===== src/rtl/branch_checkpoint_unit.sv =====
`default_nettype none
// ============================================================================
// Module   : branch_checkpoint_unit
// Brief    : Checkpoint table for speculative branches. Snapshots rename map,
//            free-list head and active-list position per renamed branch,
//            releases on correct resolution, and emits a registered one-cycle
//            recovery packet (squashing younger checkpoints) on a mispredict.
//            Optional feature macro: BRANCH_DELAY_SLOT_EN (stores the delay
//            slot flag and extends the kill boundary past the delay slot).
// Revision : 1.0 - initial release
// ============================================================================
module branch_checkpoint_unit #(
    parameter  int DEPTH     = 4,
    parameter  int ARCH_REGS = 32,
    parameter  int PREG_W    = 6,
    parameter  int AL_W      = 5,
    localparam int TAG_W     = $clog2(DEPTH),
    localparam int MAP_W     = ARCH_REGS * PREG_W
) (
    input  logic              clk,
    input  logic              rst_n,
    input  logic              alloc_valid,
    output logic              alloc_ready,
    input  logic [AL_W-1:0]   alloc_al_id,
    input  logic              alloc_color,
    input  logic              alloc_ds,
    input  logic [MAP_W-1:0]  alloc_map,
    input  logic [PREG_W-1:0] alloc_free_head,
    output logic [TAG_W-1:0]  alloc_tag,
    input  logic              resolve_valid,
    input  logic [TAG_W-1:0]  resolve_tag,
    input  logic              resolve_miss,
    output logic              recover_valid,
    output logic [MAP_W-1:0]  recover_map,
    output logic [PREG_W-1:0] recover_free_head,
    output logic [AL_W-1:0]   recover_youngest,
    output logic              recover_color,
    output logic [AL_W-1:0]   kill_al_id,
    output logic              kill_color,
    output logic [TAG_W:0]    occupancy
);

    localparam logic [0:0] c_IDLE    = 1'b0;
    localparam logic [0:0] c_RECOVER = 1'b1;

    logic [0:0]        r_state;
    logic [0:0]        w_state_nxt;
    logic              w_idle;

    // Per-slot storage; only valid needs reset, payload is qualified by it.
    logic [DEPTH-1:0]  r_valid;
    logic [DEPTH-1:0]  w_valid_nxt;
    logic [AL_W-1:0]   r_al_id     [DEPTH];
    logic              r_color     [DEPTH];
    logic [MAP_W-1:0]  r_map       [DEPTH];
    logic [PREG_W-1:0] r_free_head [DEPTH];

    logic              w_free_found;
    logic [TAG_W-1:0]  w_free_idx;
    logic              w_resolve_hit;
    logic              w_miss;
    logic              w_alloc_fire;
    logic [AL_W-1:0]   w_tag_al;
    logic              w_tag_color;
    logic              w_tag_ds;
    logic [AL_W-1:0]   w_bound;
    logic              w_bound_color;
    logic [DEPTH-1:0]  w_younger;

`ifdef BRANCH_DELAY_SLOT_EN
    logic              r_ds [DEPTH];
    assign w_tag_ds = r_ds[resolve_tag];
`else
    // Delay-slot flag has no meaning in this build.
    logic              w_unused_ds;
    assign w_unused_ds = alloc_ds;
    assign w_tag_ds    = 1'b0;
`endif

    // Resolves are only honoured in IDLE and only against a live checkpoint.
    assign w_resolve_hit = w_idle && resolve_valid && r_valid[resolve_tag];
    assign w_miss        = w_resolve_hit && resolve_miss;
    // A mispredict in the same cycle wins over the allocation.
    assign w_alloc_fire  = alloc_valid && alloc_ready && !w_miss;

    // Kill boundary: the branch itself, or its delay slot if it has one.
    assign w_tag_al      = r_al_id[resolve_tag];
    assign w_tag_color   = r_color[resolve_tag];
    assign w_bound       = w_tag_al + AL_W'(w_tag_ds);
    assign w_bound_color = w_tag_color ^ (w_tag_ds & (&w_tag_al));

    // Lowest-index free slot (scan downward so the lowest index wins).
    always_comb begin
        w_free_found = 1'b0;
        w_free_idx   = '0;
        for (int i = DEPTH - 1; i >= 0; i--) begin
            if (!r_valid[i]) begin
                w_free_found = 1'b1;
                w_free_idx   = TAG_W'(i);
            end
        end
    end

    // Age comparison of every slot against the kill boundary, colour-aware.
    always_comb begin
        for (int i = 0; i < DEPTH; i++) begin
            w_younger[i] = (r_color[i] == w_bound_color) ? (r_al_id[i] > w_bound)
                                                         : (r_al_id[i] < w_bound);
        end
    end

    // Next valid vector: allocate, release, or squash on mispredict.
    always_comb begin
        w_valid_nxt = r_valid;
        if (w_alloc_fire)
            w_valid_nxt[w_free_idx] = 1'b1;
        if (w_resolve_hit) begin
            w_valid_nxt[resolve_tag] = 1'b0;
            if (resolve_miss)
                w_valid_nxt = w_valid_nxt & ~w_younger;
        end
    end

    // Valid bits register.
    always_ff @(posedge clk or negedge rst_n) begin
        if (!rst_n) r_valid <= '0;
        else        r_valid <= w_valid_nxt;
    end

    // Slot payload capture on an accepted allocation.
    always_ff @(posedge clk) begin
        if (w_alloc_fire) begin
            r_al_id[w_free_idx]     <= alloc_al_id;
            r_color[w_free_idx]     <= alloc_color;
            r_map[w_free_idx]       <= alloc_map;
            r_free_head[w_free_idx] <= alloc_free_head;
`ifdef BRANCH_DELAY_SLOT_EN
            r_ds[w_free_idx]        <= alloc_ds;
`endif
        end
    end

    // FSM state register.
    always_ff @(posedge clk or negedge rst_n) begin
        if (!rst_n) r_state <= c_IDLE;
        else        r_state <= w_state_nxt;
    end

    // FSM next state: RECOVER always lasts a single cycle.
    always_comb begin
        w_state_nxt = r_state;
        case (r_state)
            c_IDLE:    if (w_miss) w_state_nxt = c_RECOVER;
            c_RECOVER: w_state_nxt = c_IDLE;
            default:   w_state_nxt = c_IDLE;
        endcase
    end

    // FSM outputs.
    always_comb begin
        w_idle      = (r_state == c_IDLE);
        alloc_ready = w_idle && w_free_found;
        alloc_tag   = w_free_idx;
    end

    // Recovery packet; payload holds its value between pulses.
    always_ff @(posedge clk or negedge rst_n) begin
        if (!rst_n) begin
            recover_valid     <= 1'b0;
            recover_map       <= '0;
            recover_free_head <= '0;
            recover_youngest  <= '0;
            recover_color     <= 1'b0;
            kill_al_id        <= '0;
            kill_color        <= 1'b0;
        end else begin
            recover_valid <= w_miss;
            if (w_miss) begin
                recover_map       <= r_map[resolve_tag];
                recover_free_head <= r_free_head[resolve_tag];
                recover_youngest  <= w_bound + AL_W'(1);
                recover_color     <= w_bound_color ^ (&w_bound);
                kill_al_id        <= w_bound;
                kill_color        <= w_bound_color;
            end
        end
    end

    // Population count of live checkpoints.
    always_comb begin
        occupancy = '0;
        for (int i = 0; i < DEPTH; i++)
            occupancy = occupancy + (TAG_W + 1)'(r_valid[i]);
    end

endmodule
`default_nettype wire


===== config.mk =====
export PLATFORM = sky130hd
export DESIGN_NAME = branch_checkpoint_unit
export DESIGN_NICKNAME = d
export VERILOG_FILES = /design/src/rtl/branch_checkpoint_unit.sv
export SDC_FILE = /design/constraint.sdc
export NUM_CORES = 1
export LEC_CHECK = 0
export ABC_AREA = 1
export BUFFER_PORTS_ARGS = -buffer_cell sky130_fd_sc_hd__buf_2
export CAP_MARGIN = 20
export CORE_MARGIN = 2
export CORE_UTILIZATION = 40
export CTS_CLUSTER_SIZE = 30
export DETAILED_ROUTE_END_ITERATION = 8
export PLACE_DENSITY_LB_ADDON = 0.25
export SYNTH_ARGS = -nofsm -noshare
export SYNTH_HDL_FRONTEND = slang
export SYNTH_SLANG_ARGS = --single-unit

===== constraint.sdc =====
create_clock -name clk -period 21 [get_ports clk]
set_input_delay 6.3 -clock clk [delete_from_list [all_inputs] [get_ports clk]]
set_output_delay 6.3 -clock clk [all_outputs]
set_load 0.01 [all_outputs]

; ---- Yosys cells after proc, flatten, opt, wreduce, memory -nomap -nowiden
; Memory sizes are Yosys's and may differ from the RTL's. A register that Yosys moved wholly into a read port is not among the register bits.
; Index checks and enable logic that the tools add are counted.
[op_classes]
addsub = 4
multipliers = 0
div = 0
n_lt_le_gt_ge = 12
n_eq_ne = 4
shifts = 0
muxes = 25
bitwise_logic = 7
n_reduce_logical = 12
[ops]
columns = cell, count
row1 = > comparator 5 bit, 4
row2 = < comparator 5 bit, 4
row3 = two-way mux 1 bit, 14
row4 = two-way mux 4 bit, 3
row5 = AND 4 bit, 2
row6 = logical AND 1 bit, 8
row7 = two-way mux 2 bit, 4
row8 = inverter 4 bit, 2
row9 = "< comparator 2 x 3 -> 1 bit, second input constant", 2
row10 = "adder 5 x 1 -> 5 bit, second input constant", 1
row11 = AND reduction 5 bit, 1
row12 = demux 1 bit (select 2 bit), 2
row13 = equality test 1 bit, 4
row14 = ">= comparator 2 x 1 -> 1 bit, second input constant", 2
row15 = bitwise OR 4 bit, 1
row16 = adder 2 x 1 -> 3 bit, 1
row17 = adder 3 x 1 -> 3 bit, 1
row18 = zero test 1 bit, 3
row19 = adder 1 x 1 -> 2 bit, 1
row20 = binary-select mux 1 bit (select 2 bit), 1
row21 = one-hot mux 1 bit (2 select lines), 1
row22 = inverter 1 bit, 1
row23 = bitwise XOR 1 bit, 1
[totals]
regBits = 18
latch_bits = 0
ramBits = 816
mem_bits_ro = 0
input_bits = 212
output_inout_bits = 217
n_memories = 4
[memory_table]
columns = name, words, width, rd, rd_ports_with_merged_regs, wr, line_no
row1 = r_map, 4, 192, 1, 1, 1, 55  ; logic [MAP_W-1:0] r_map [DEPTH];
row2 = r_free_head, 4, 6, 1, 1, 1, 56  ; logic [PREG_W-1:0] r_free_head [DEPTH];
row3 = r_al_id, 4, 5, 5, 0, 1, 53  ; logic [AL_W-1:0] r_al_id [DEPTH];
row4 = r_color, 4, 1, 5, 0, 1, 54  ; logic r_color [DEPTH];

; ---- Depth between registers and ports, before layout
[logic_depth]
ltp_word = 14
depth_mapped = 18
mapped_depth_nobuf = 17

; ---- Least setup slack after synthesis
; Ideal clock, no wire load.
[synth_timing]
path_kind = in2reg
startpoint = input port resolve_tag[0]
endpoint = memory r_al_id[1][0] (enable)
setup_ns = 1.019
arrival_ns = 20.726
required_time_ns = 19.981
slack_ns = -0.744
path_stages = 8
cell_sequence = buf_2 -> nand2_1 -> inv_2 -> nand2_1 -> nand3_1 -> nand3_2 -> nand2_1 -> nor3_1
[synth_via]
elab_chain_len = 8
[synth_rtl]
columns = item, line_no
row1 = "start, declared", 31  ; input logic [TAG_W-1:0] resolve_tag,
row2 = binary-select mux 1 bit (select 2 bit), 81  ; assign w_resolve_hit = w_idle && resolve_valid && r_valid[resolve_tag];
row3 = two-way mux 1 bit (not written as such), 81
row4 = logical AND 1 bit, 81
row5 = logical AND 1 bit, 82  ; assign w_miss = w_resolve_hit && resolve_miss;
row6 = zero test 1 bit, 84  ; assign w_alloc_fire = alloc_valid && alloc_ready && !w_miss;
row7 = logical AND 1 bit, 84
row8 = two-way mux 1 bit, 132  ; if (w_alloc_fire) begin
row9 = two-way mux 1 bit (not written as such), 133  ; r_al_id[w_free_idx] <= alloc_al_id;
row10 = "end, declared", 53
; No other way between the ends. The select of a mux whose other input is x is not followed.

; ---- Worst setup path in the final report
[layout_timing]
startpoint = input port resolve_tag[0]
endpoint = memory r_map[1][0] (netlist bit) (enable)
[layout_via]
elab_chain_len = 8
[layout_rtl]
columns = item, line_no
row1 = binary-select mux 1 bit (select 2 bit), 81
row2 = two-way mux 1 bit (not written as such), 81
row3 = logical AND 1 bit, 81
row4 = logical AND 1 bit, 82
row5 = zero test 1 bit, 84
row6 = logical AND 1 bit, 84
row7 = two-way mux 1 bit, 132
row8 = two-way mux 1 bit (not written as such), 135  ; r_map[w_free_idx] <= alloc_map;
row9 = "end, declared", 55
; No other way between the ends. The select of a mux whose other input is x is not followed.

==> insert_results.sql <==
INSERT INTO impl_metrics (metric_group, metric, value, unit) VALUES
('outcome', 'status', 'complete, no violations', ''),
('grt', 'vias_in_the_first_global_route', '22600', ''),
('critical_path', 'worst-r2r-cell-count', '8', ''),
('yosys', 'yosys.area.top_type', 'sky130_fd_sc_hd__edfxtp_1', ''),
('pwr', 'power_density', '132', 'nW/um^2'),
('critical_path', 'r2r-start', 'r_valid[2]$_DFF_PN0_', ''),
('routing', 'detailroute.via_count', '22700', ''),
('yosys', 'synth_top_area_share', '64.4', '%'),
('routing', 'detail_route.iter0.violations', '1629', ''),
('routing', 'average_detailed_routed_wire_length_per_instance', '19.8', 'um'),
('final_layout', 'finish.net_count', '3471', ''),
('clock_network', 'cts_tree', 'yes', ''),
('grt', 'globalRouteTotalUtil', '18.5', '%'),
('grt', 'grt_pass1_wl', '138000', 'um'),
('place', 'detailedPlacementHpwl', '47900', 'um'),
('yosys', 'postSynth.topFlopCell', 'sky130_fd_sc_hd__edfxtp_1', ''),
('yosys', 'yosysMostFrequentCell', 'sky130_fd_sc_hd__nand2_1', ''),
('timing', 'final.setup.tns', '0', 'ns'),
('pwr', 'fin_total_pwr', '5920', 'uW'),
('routing', 'post_drt_antenna_nets', '0', ''),
('place', 'postPlaceCellArea', '41400', 'um^2'),
('final_layout', 'layout_area_overhead', '18.2', '%'),
('place', 'place.detailed.instances', '4390', ''),
('timing', 'setup_viol_count_final', '0', ''),
('critical_path', 'timing.setup.critical_path_class', 'primary input to register', ''),
('flow_run', 'maxCapViolations', '0', ''),
('place', 'globalplace.congestion', '0.773', ''),
('grt', 'maximum_number_of_pins_on_one_net_before_global_route_repair', '149', ''),
('routing', 'ratio_of_routed_vias_to_standard_cells', '4.93', ''),
('grt', 'grt-ovfl-total', '0', ''),
('floorplanning', 'pin_count', '429', ''),
('final_layout', 'layoutNonFillerInstCount', '4601', ''),
('routing', 'drt_pre_antenna_iters', '6', ''),
('floorplanning', 'die_height', '313', 'um'),
('clock_network', 'post_cts_resize_count', '0', ''),
('yosys', 'postSynthAreaPerCell', '13.6', 'um^2'),
('clock_network', 'cts_inserted_buffers', '106', ''),
('timing', 'skew', '0.0189', 'ns'),
('clock_network', 'htree_levels', '3', ''),
('timing', 'max_freq', '0.0991', 'GHz'),
('timing', 'final.period_utilization', '48.0', '%'),
('clock_network', 'clk-insertion-delay-late', '0.69', 'ns'),
('yosys', 'synth.yosys.warnings', '0', ''),
('clock_network', 'clk_path_buf_depth', '3', ''),
('routing', 'drt_wl_total', '90900', 'um'),
('yosys', 'cell_area_after_synthesis', '38100', 'um^2'),
('floorplanning', 'dieArea', '97700', 'um^2'),
('clock_network', 'clock_transition_at_the_register_clock_pins_on_the_worst_setup_and_hold_paths_after_cts', '0.06', 'ns'),
('timing', 'final_period_minus_worst_setup_slack', '10.09', 'ns'),
('critical_path', 'cp-start-kind', 'primary input', ''),
('timing', 'hold_viol', '0', ''),
('floorplanning', 'fp.dieW', '313', 'um'),
('min_path', 'worstHoldPathType', 'register to register', ''),
('grt', 'antenna_found_initial', '34', ''),
('yosys', 'synth-seq-cells', '1032', ''),
('yosys', 'synth_sequential_area_ratio', '78.6', '%'),
('clock_network', 'clockRootBuffer', 'sky130_fd_sc_hd__clkbuf_16', ''),
('yosys', 'synthTopCellsByArea', 'sky130_fd_sc_hd__edfxtp_1 (64%), sky130_fd_sc_hd__dfrtp_1 (14%), sky130_fd_sc_hd__nand2_1 (11%)', ''),
('clock_network', 'clkSinkCount', '1032', ''),
('timing', 'rsz_0062_raised_after_global_routing', 'false', ''),
('min_path', 'hp-start', 'recover_map[128]$_DFFE_PN0P_', ''),
('min_path', 'min_to', 'recover_map[128]$_DFFE_PN0P_', ''),
('yosys', 'leading_post_synthesis_cells_by_instance_count', 'sky130_fd_sc_hd__nand2_1 (1,094), sky130_fd_sc_hd__edfxtp_1 (816), sky130_fd_sc_hd__nand3_1 (221)', ''),
('yosys', 'async_flop_share', '20.9', '%'),
('floorplanning', 'initial_utilization', '40.2', '%'),
('pwr', 'p_leak', '0.0180', 'uW'),
('critical_path', 'timing.rr.end', 'r_map[1][0]$_DFFE_PP_', ''),
('place', 'io_buffer_count', '427', ''),
('yosys', 'postSynthNetCount', '3040', ''),
('timing', 'timing_worst_slew_pin_value', '1.09', 'ns'),
('pwr', 'power.ir.vdd_worst', '0.0735', 'mV');
layer usage:
layer	up-vias	part of all wire [%]	GRT usage, %
li1	10800	-	-
met1	11100	43	24.0
met2	613	47	30.0
met3	165	7.7	5.71
met4	44	2.2	5.44
met5	-	0.29	0
flip-flops by register name, summed over array words and instances, names as in the netlist:
name and count:
r_map 768, recover_map 192, r_free_head 24, r_al_id 20, recover_free_head 6, kill_al_id 5
recover_youngest 5, r_color 4, r_valid 4, kill_color 1, r_state 1, recover_color 1
recover_valid 1
cells by family after synthesis:
group / synth area share [%]
DFF: 78.6
buffers and inverters: 2.27
adders and majority gates: 0.874
xor gates and xnor gates: 0.0460
AOI/OAI and AO/OA: 4.31
and+or+nand+nor: 13.9
how the worst max path moves through the flow:
stage / endpoint / startpoint / cells past startpoint
floorplan: r_al_id[1][0]$_DFFE_PP_ / resolve_tag[0] / 8
finish: r_map[1][0]$_DFFE_PP_ / resolve_tag[0] / 11
CTS: r_map[1][0]$_DFFE_PP_ / resolve_tag[0] / 11
global route: r_map[1][0]$_DFFE_PP_ / resolve_tag[0] / 11
global placement: r_map[1][153]$_DFFE_PP_ / resolve_tag[0] / 11
detailed placement: r_map[1][9]$_DFFE_PP_ / resolve_tag[0] / 11
stage by stage:
step	worst slack, ns	hold slack (ns)
floorplan	-0.744	0.513
global placement	9.97	0.457
detailed placement	10.01	0.459
CTS	10.74	0.475
global route	10.52	0.483
finish	10.91	0.469
layout make-up:
cell class                      instances  area, um^2  share of cell area [%]
Timing Repair Buffer                  459        2420                    5.39
Sequential cell                      1032       29900                    66.5
Inverter                               47         194                   0.431
Antenna cell                           10        25.0                  0.0556
Tap cell                             1265        1580                    3.52
Clock buffer                          144        2950                    6.55
Multi-Input combinational cell       1587        7340                    16.3
Clock inverter                         57         579                    1.29
worst max-delay path, stage by stage:
cell	delay [ns]
sky130_fd_sc_hd__buf_2	0.17
sky130_fd_sc_hd__nand2_1	0.20
sky130_fd_sc_hd__inv_6	0.21
sky130_fd_sc_hd__nand2_1	0.14
sky130_fd_sc_hd__nand3_1	0.14
sky130_fd_sc_hd__nand3_4	0.09
sky130_fd_sc_hd__nand2_1	0.10
sky130_fd_sc_hd__nor3_2	0.60
sky130_fd_sc_hd__buf_4	0.64
sky130_fd_sc_hd__buf_4	0.77
sky130_fd_sc_hd__buf_4	0.90
report_power, final:
group,switching (uW),internal [uW],total (uW)
clock network,769,1110,1880
logic,758,337,1090
registers,176,2780,2950
cells in the final DEF (no fill, tap or decap), drive strengths merged:
master,count
clkinv,40
buf,459
bufinv,10
and2,1
nand2,1094
o21ai,8
o21bai,1
fa,1
nor2,14
o21a,1
inv,50
a21oi,12
dfrtp,216
a22oi,202
diode,10
nand3,222
clkinvlp,4
clkbuf,144
ha,25
xnor2,2
nor3,2
o2111ai,1
and3,1
edfxtp,816
(Power assumes the default switching activity.)
